<file path="src/rtl/traffic_conflict_monitor.sv">
// Safety monitor between the junction light sequencer and the lamp drivers.
// Optional FAULT_COUNT_EN adds a saturating fault_count output.
`timescale 1ns/1ps
module traffic_conflict_monitor #(
    parameter int unsigned CONFIRM      = 2,
    parameter int unsigned MAX_HOLD     = 15,
    parameter int unsigned FLASH_TICKS  = 1,
    parameter int unsigned ALLRED_TICKS = 3
) (
    input  logic       clk,
    input  logic       rst,
    input  logic       tick,
    input  logic [2:0] light_L_R,
    input  logic [2:0] light_D_R,
    input  logic [2:0] light_L_D,
    input  logic [2:0] light_R_L_D,
    input  logic       fault_clr,
    output logic [2:0] lamp_L_R,
    output logic [2:0] lamp_D_R,
    output logic [2:0] lamp_L_D,
    output logic [2:0] lamp_R_L_D,
    output logic       fault,
    output logic [1:0] fault_code,
    output logic [1:0] mon_state
`ifdef FAULT_COUNT_EN
    ,
    output logic [7:0] fault_count
`endif
);

    localparam logic [1:0] ST_MONITOR = 2'b00;
    localparam logic [1:0] ST_PENDING = 2'b01;
    localparam logic [1:0] ST_FAULT   = 2'b10;
    localparam logic [1:0] ST_RECOVER = 2'b11;

    localparam logic [1:0] CODE_ENC      = 2'b01;
    localparam logic [1:0] CODE_CONFLICT = 2'b10;
    localparam logic [1:0] CODE_STUCK    = 2'b11;

    localparam logic [11:0] ALL_RED = 12'h924;
    localparam logic [11:0] ALL_OFF = 12'h000;

    localparam logic [3:0] CONFIRM_V = 4'(CONFIRM);
    localparam logic [7:0] HOLD_V    = 8'(MAX_HOLD);
    localparam logic [7:0] FLASH_V   = 8'(FLASH_TICKS);
    localparam logic [7:0] ALLRED_V  = 8'(ALLRED_TICKS);

    function automatic logic is_legal(input logic [2:0] c);
        return (c == 3'b100) || (c == 3'b010) || (c == 3'b001);
    endfunction

    function automatic logic is_go(input logic [2:0] c);
        return (c == 3'b010) || (c == 3'b001);
    endfunction

    logic [1:0]  state_q, state_d;
    logic [11:0] lamps_q, lamps_d;
    logic [11:0] prev_q;
    logic        fault_q, fault_d;
    logic [1:0]  code_q, code_d;
    logic [3:0]  vcnt_q, vcnt_d;
    logic [7:0]  hold_q, hold_d;
    logic [7:0]  flash_q, flash_d;
    logic [7:0]  allred_q, allred_d;
    logic        phase_q, phase_d;
    logic        enter_fault;

    logic [11:0] bundle;
    logic        enc_viol, conf_viol, viol, change, stuck, confirm;
    logic [1:0]  viol_code;
    logic [3:0]  vcnt_inc;
    logic [7:0]  hold_inc, flash_inc, allred_inc;

    assign bundle = {light_L_R, light_D_R, light_L_D, light_R_L_D};

    // Input classification: encoding errors outrank go-signal conflicts
    assign enc_viol  = !is_legal(light_L_R) || !is_legal(light_D_R) ||
                       !is_legal(light_L_D) || !is_legal(light_R_L_D);
    assign conf_viol = (is_go(light_D_R) &&
                        (is_go(light_L_R) || is_go(light_L_D) || is_go(light_R_L_D))) ||
                       (is_go(light_R_L_D) && is_go(light_L_D));
    assign viol      = enc_viol || conf_viol;
    assign viol_code = enc_viol ? CODE_ENC : CODE_CONFLICT;

    assign vcnt_inc   = (vcnt_q == 4'hF)   ? vcnt_q   : vcnt_q + 4'd1;
    assign hold_inc   = (hold_q == 8'hFF)  ? hold_q   : hold_q + 8'd1;
    assign flash_inc  = (flash_q == 8'hFF) ? flash_q  : flash_q + 8'd1;
    assign allred_inc = (allred_q == 8'hFF) ? allred_q : allred_q + 8'd1;

    assign change  = (bundle != prev_q);
    assign stuck   = tick && !change && (hold_inc >= HOLD_V);
    // vcnt is 0 in MONITOR, so this also covers the CONFIRM=1 immediate fault
    assign confirm = viol && (vcnt_inc >= CONFIRM_V);

    always_ff @(posedge clk or posedge rst) begin
        if (rst) state_q <= ST_RECOVER;
        else     state_q <= state_d;
    end

    always_comb begin
        state_d     = state_q;
        lamps_d     = lamps_q;
        fault_d     = fault_q;
        code_d      = code_q;
        vcnt_d      = vcnt_q;
        hold_d      = hold_q;
        flash_d     = flash_q;
        allred_d    = allred_q;
        phase_d     = phase_q;
        enter_fault = 1'b0;
        case (state_q)
            ST_MONITOR, ST_PENDING: begin
                hold_d = change ? 8'd0 : (tick ? hold_inc : hold_q);
                if (confirm) begin
                    enter_fault = 1'b1;
                    code_d      = viol_code;
                end else if (stuck) begin
                    enter_fault = 1'b1;
                    code_d      = CODE_STUCK;
                end else if (viol) begin
                    state_d = ST_PENDING;
                    vcnt_d  = vcnt_inc;
                end else begin
                    state_d = ST_MONITOR;
                    vcnt_d  = 4'd0;
                    if (state_q == ST_MONITOR) lamps_d = bundle;
                end
                if (enter_fault) begin
                    state_d = ST_FAULT;
                    fault_d = 1'b1;
                    lamps_d = ALL_RED;
                    phase_d = 1'b1;
                    flash_d = 8'd0;
                    vcnt_d  = 4'd0;
                    hold_d  = 8'd0;
                end
            end
            ST_FAULT: begin
                if (fault_clr && !viol) begin
                    state_d  = ST_RECOVER;
                    fault_d  = 1'b0;
                    lamps_d  = ALL_RED;
                    allred_d = 8'd0;
                end else if (tick) begin
                    if (flash_inc >= FLASH_V) begin
                        flash_d = 8'd0;
                        phase_d = !phase_q;
                        lamps_d = phase_q ? ALL_OFF : ALL_RED;
                    end else begin
                        flash_d = flash_inc;
                    end
                end
            end
            ST_RECOVER: begin
                lamps_d = ALL_RED;
                if (tick) begin
                    if (allred_inc >= ALLRED_V) begin
                        state_d  = ST_MONITOR;
                        hold_d   = 8'd0;
                        vcnt_d   = 4'd0;
                        allred_d = 8'd0;
                    end else begin
                        allred_d = allred_inc;
                    end
                end
            end
            default: state_d = ST_RECOVER;
        endcase
    end

    always_ff @(posedge clk or posedge rst) begin
        if (rst) begin
            lamps_q  <= ALL_RED;
            prev_q   <= 12'd0;
            fault_q  <= 1'b0;
            code_q   <= 2'b00;
            vcnt_q   <= 4'd0;
            hold_q   <= 8'd0;
            flash_q  <= 8'd0;
            allred_q <= 8'd0;
            phase_q  <= 1'b1;
        end else begin
            lamps_q  <= lamps_d;
            prev_q   <= bundle;
            fault_q  <= fault_d;
            code_q   <= code_d;
            vcnt_q   <= vcnt_d;
            hold_q   <= hold_d;
            flash_q  <= flash_d;
            allred_q <= allred_d;
            phase_q  <= phase_d;
        end
    end

`ifdef FAULT_COUNT_EN
    always_ff @(posedge clk or posedge rst) begin
        if (rst)                                   fault_count <= 8'd0;
        else if (enter_fault && fault_count != 8'hFF) fault_count <= fault_count + 8'd1;
    end
`endif

    assign {lamp_L_R, lamp_D_R, lamp_L_D, lamp_R_L_D} = lamps_q;
    assign fault      = fault_q;
    assign fault_code = code_q;
    assign mon_state  = state_q;

endmodule

</file>
<file path="config.mk">
export PLATFORM = sky130hd
export DESIGN_NAME = traffic_conflict_monitor
export DESIGN_NICKNAME = d
export VERILOG_FILES = /design/src/rtl/traffic_conflict_monitor.sv
export SDC_FILE = /design/constraint.sdc
export NUM_CORES = 1
export LEC_CHECK = 0
export ABC_AREA = 0
export BUFFER_PORTS_ARGS = -buffer_cell sky130_fd_sc_hd__buf_2
export CAP_MARGIN = 20
export CORE_AREA = 2 2 88 90
export CTS_CLUSTER_DIAMETER = 30
export DETAILED_ROUTE_END_ITERATION = 10
export DIE_AREA = 0 0 90 92
export PLACE_DENSITY = 0.69
export RECOVER_POWER = 50
export REMOVE_ABC_BUFFERS = 1
export SYNTH_ARGS = -nofsm -noshare
export SYNTH_HDL_FRONTEND = slang
export SYNTH_SLANG_ARGS = --single-unit
export TNS_END_PERCENT = 50
</file>
<file path="constraint.sdc">
create_clock -name clk -period 2.28 [get_ports clk]
set_clock_uncertainty 0.05 [all_clocks]
set_input_delay 0.456 -clock clk [delete_from_list [all_inputs] [get_ports clk]]
set_output_delay 0.456 -clock clk [all_outputs]
set_load 0.01 [all_outputs]
</file>
Word-level counts from Yosys, hierarchy flattened
Cells that the tools add are included.
Cells by class
  $add $sub $neg: 4
  magnitude comparators: 4
  equal/unequal tests: 34
  mux-type cells: 57
  reductions and logical operators: 47
Operators with widths (count)
  $mux W8: 15
  $mux W12: 9
  $pmux W8 S2: 3
  $pmux W12 S3: 1
  $mux W4: 7
  $add A8 B1 Y8 const B: 3
  $eq A8 B8 Y1 const B: 3
  $logic_or A1 B1 Y1: 19
  $mux W2: 9
  $ne A3 B3 Y1 const B: 6
  $reduce_and A5 Y1: 3
  $ne A2 B2 Y1 const B: 7
  $eq A3 B1 Y1 const B: 4
  $eq A3 B2 Y1 const B: 4
  $eq A3 B3 Y1 const B: 4
  $ne A12 B12 Y1: 1
  $mux W1: 9
  $ge A8 B1 Y1 const B: 1
  $ge A8 B2 Y1 const B: 1
  $ge A8 B4 Y1 const B: 1
  $pmux W4 S2: 1
  $reduce_and A4 Y1: 2
  $reduce_bool A2 Y1: 4
  $logic_not A1 Y1: 7
  14 further kinds: 22
Word-level totals
  flip-flop bits (word level): 58
  input bits: 16
  output and inout port bits: 17
  logic and storage cells: 156

Longest topological paths before layout
  word-level depth: 13
  depth in mapped cells: 10
  depth with buffers taken out: 8

Least setup slack after synthesis
OpenSTA, ideal clock, no wires.
  path kind: register to register
  from: register hold_q[0]
  to: register lamps_q[10]
  arrival time: 2.366 ns
  path slack: -0.257 ns
  stages on the path, launching flop included: 11
  buffers on the path: 2
  path through: dfrtp_1 -> ha_1 -> a21bo_2 -> a21oi_1 -> a2111o_1 -> and3_1 -> clkbuf_1 -> nor3_1 -> a221o_1 -> buf_6 -> a22o_1
Between the ends
  word-level cells in the longest chain between the ends: 9
  elaborated cells on any way between the ends: 15
RTL lines
  from (decl): RTL line 62  | logic [7:0] hold_q, hold_d;
  from (signal assigned): RTL line 188  | hold_q <= hold_d;
  $add A8 B1 Y8 / $eq A8 B8 Y1 (equally long branches): RTL line 86  | assign hold_inc = (hold_q == 8'hFF) ? hold_q : hold_q + 8'd1;
  $mux W8 (*): RTL line 86
  $ge A8 B4 Y1 (*): RTL line 91  | assign stuck = tick && !change && (hold_inc >= HOLD_V);
  $logic_and A1 B1 Y1 (*): RTL line 91
  $mux W1: RTL line 117  | end else if (stuck) begin
  $mux W1: RTL line 114  | if (confirm) begin
  $mux W1: RTL line 111  | case (state_q)
  $ne A3 B3 Y1 (no source line) / $mux W12 (equally long branches)
  $reduce_and A6 Y1 (no source line) / $pmux W12 S3 (equally long branches)
  to (signal assigned): RTL line 183  | lamps_q <= lamps_d;
  to (decl): RTL line 57  | logic [11:0] lamps_q, lamps_d;
Mark *: on every way between the ends. The rest lies on a longest branch, timed or not. The select of a mux whose other input is x is not followed.
A chain may end at the register's enable or synchronous reset.

Worst setup path in the final report
  from: register hold_q[1]
  to: register lamps_q[4]
Same word-level chain as after synthesis.

==> run_results.csv <==
group,metric,value,unit
status,status,"finished with violations",
status,violations,"setup timing",
yosys,ys_top_cells_by_area,"dfrtp_1 45%, dfstp_2 6.5%, xnor2_1 4.6%, and2_1 3.7%, a22o_1 2.8%",
routing,drc,0,
routing,drt-initial-drc-count,99,
yosys,yosys.area.top_type_share,44.9,%
timing,whs,252,ps
yosys,synth.distinct_cells,52,
routing,num_vias,2318,
critical_path,critical_path_arrival,2590,ps
timing,worst_pin_slew,636,ps
routing,firstDrtPassIters,5,
placement,place_congestion,0.847,
timing,fmax,415,MHz
timing,timing.slew.headroom,57.3,%
placement,io_buffers,32,
clock_network,clkLatencyLatePin,340,ps
layout,syn_to_final_growth,32.6,%
critical_path,path_buf_inv,1,
yosys,yosysSeqAreaShare,51.3,%
global_route,antenna_found_initial,0,
floorplanning,initial_utilization,38.2,%
clock_network,htreeDepth,3,
global_route,gr-usage-all-layers,17.4,%
yosys,synth_top_area_cell,"dfrtp_1",
routing,wl_per_cell,14.1,µm
layout,diodes,0,
floorplanning,num_rows,32,
critical_path,critPathKind,"reg -> reg",
placement,place.detailed.hpwl,4690,µm
yosys,synth-edff-count,0,
yosys,syn_area_per_cell,10.7,µm²
critical_path,crit_fanout,6,
global_route,grtUsageMet1,23.5,%
pwr,total_power,3.40,mW
layout,drive_gt1_share,32.7,%
critical_path,critPathLaunchType,"flip-flop",
critical_path,crit_slowest_cell,"dfrtp_1",
critical_path,cp.required,2460,ps
critical_path,critPathTopFamily,"compound AO/OA/AOI/OAI gates",
timing,slew_viol_final,0,
pwr,leakage,1.77,nW
timing,setup_viol,23,
global_route,grt_pass1_wl,11200,µm
critical_path,end_kind,"flip-flop",
yosys,async_reset_ff_share,100,%
layout,num-nets-final,377,
floorplanning,dieArea,8280,µm²
clock_network,cts_tree,"built",
yosys,yosys-top-cells-count,"51 x dfrtp_1, 17 x and2_1, 15 x xnor2_1, 14 x nand2_1, 12 x nor2_1",
global_route,grt.busiest_layer,"met2",
yosys,synth-seq-cells,58,
routing,wirelength,6540,µm
floorplanning,fp.dieW,90,µm
job,maxCapViolCount,0,
global_route,grt_pass1_vias,2262,
yosys,yosysMostFrequentCell,"dfrtp_1",
routing,drt-vias-per-instance,5.01,
timing,period_share,106,%
yosys,yosysWarnings,0,
clock_network,path_clk_slew,60,ps
yosys,syn-instance-count,265,
critical_path,path_cells,"ha_4 -> a21bo_4 -> a21oi_2 -> a2111o_1 -> and3_4 -> nor3_2 -> a221o_2 -> clkbuf_16 -> a22o_1",
timing,hold_viol_final,0,
floorplanning,dieHeight,92,µm
global_route,grt_overflow_total,0,
global_route,grt_max_degree,26,
routing,drtAntennaViolNets,0,
timing,rsz0062_at_grt,"yes",
clock_network,clk_path_buf_depth,2,
clock_network,cts_buffers,9,
pwr,powerDensity,901,nW/µm²
pwr,max-vdd-ir-drop,0.438,mV
yosys,synth_area,2840,µm²
floorplanning,ios,33,
global_route,grtUsageMet3,3.53,%
global_route,met2_usage,26.6,%
timing,period_needed,2410,ps
hold_path,worstHoldPathType,"in -> reg",
critical_path,crit_path_max_incr_delay,420,ps
floorplanning,core_region_area,7450,µm²
clock_network,clock-sinks,58,
yosys,ys.flop_type,"dfrtp_1",
clock_network,clk_root_buffer_cell,"clkbuf_8",
timing,worst_slack,-127,ps
-- cells by family after synthesis --
logic type | Yosys count | synth area share, %
simple gates | 98 | 19.5
compound gates | 64 | 16.8
flops | 58 | 51.3
xor+xnor | 21 | 6.47
buf+inv | 15 | 2.29
mux | 5 | 1.85
fa+ha+maj | 4 | 1.76
-- registers in the layout, indices dropped and copies added, names as in the netlist --
name,cells
fault,1
phase_q,1
flash_q,8
lamps_q,12
prev_q,12
allred_q,8
vcnt_q,4
fault_code,2
hold_q,8
mon_state,2
-- what timing repair did --
item	in CTS	in global routing
hold buffers	1	0
gates resized for setup	14	7
setup buffers	1	1
cloned	1	0
endpoints found under the setup margin	26	30
hold endpoints to repair	10	0
pin swaps	13	0
-- where the power goes --
part / internal [mW] / switching, mW / leakage, nW
logic: 0.658 / 0.621 / 0.929
clock network: 0.442 / 0.390 / 0.0920
registers: 1.19 / 0.0986 / 0.748
total: 2.29 / 1.11 / 1.77
-- metrics by stage --
stage	setup WS [ps]	utilization [%]	setup TNS, ps	cells	instance area, µm²
2_1_floorplan	-172	-	-2480	261	2820
3_3_place_gp	-286	46.8	-8480	444	3490
3_5_place_dp	-333	46.8	-9080	444	3490
4_1_cts	-127	50.6	-1880	462	3760
5_1_grt	-227	50.6	-4690	463	3770
6_report	-127	50.6	-1890	463	3770
-- final timing paths --
kind / start / endpoint / slack [ps] / cells past startpoint
worst max-delay path: hold_q[1] / lamps_q[4] / -130 / 9
worst min-delay path: light_L_D[2] / prev_q[5] / 250 / 1
worst max register to register: hold_q[1] / lamps_q[4] / -130 / 9
worst min register to register: lamps_q[11] / lamps_q[11] / 430 / 2
max in group asynchronous: rst / hold_q[7] / 620 / 4
min in group asynchronous: rst / allred_q[7] / 620 / 3
-- placed cells by master (no fill, tap or decap), types with 2 or more instances in the layout --
| master | instances |
|---|---|
| a31oi_1 | 4 |
| a22oi_1 | 7 |
| buf_4 | 48 |
| inv_1 | 11 |
| xor2_1 | 6 |
| nand2b_1 | 6 |
| clkinv_2 | 3 |
| xnor2_1 | 15 |
| mux2_2 | 2 |
| and2_1 | 16 |
| a22o_1 | 9 |
| a21o_1 | 2 |
| nand3_1 | 7 |
| or3_1 | 3 |
| mux2i_1 | 3 |
| ha_1 | 3 |
| clkbuf_2 | 2 |
| clkbuf_8 | 11 |
| o21ai_0 | 7 |
| and3_1 | 2 |
| nor3_1 | 5 |
| nor3_2 | 2 |
| nor4_2 | 3 |
| a21oi_1 | 5 |
| or2_2 | 3 |
| dfstp_2 | 7 |
| o21a_1 | 5 |
| dfrtp_1 | 51 |
| clkbuf_1 | 13 |
| buf_2 | 20 |
| nand4_1 | 7 |
| nand2_1 | 14 |
| nor2b_1 | 8 |
| o31ai_1 | 2 |
| nor2_1 | 12 |
| o31ai_2 | 3 |
| o22a_1 | 2 |
| o21ai_1 | 2 |
-- routing by layer --
| metal | wire (µm) | share of wire [%] |
|---|---|---|
| met5 | 0 | 0 |
| met4 | 106 | 1.6 |
| met3 | 197 | 3.0 |
| met1 | 3120 | 48 |
| met2 | 3110 | 48 |
-- area by class of cell --
cell class,instances,area [µm²]
fill,702,3680
sequential,58,1460
multi-input combinational,192,1400
timing repair buffer,85,571
clock buffer,12,155
tap,102,128
inverter,11,41.3
clock inverter,3,15.0
Power figures use the tool's default switching activity.
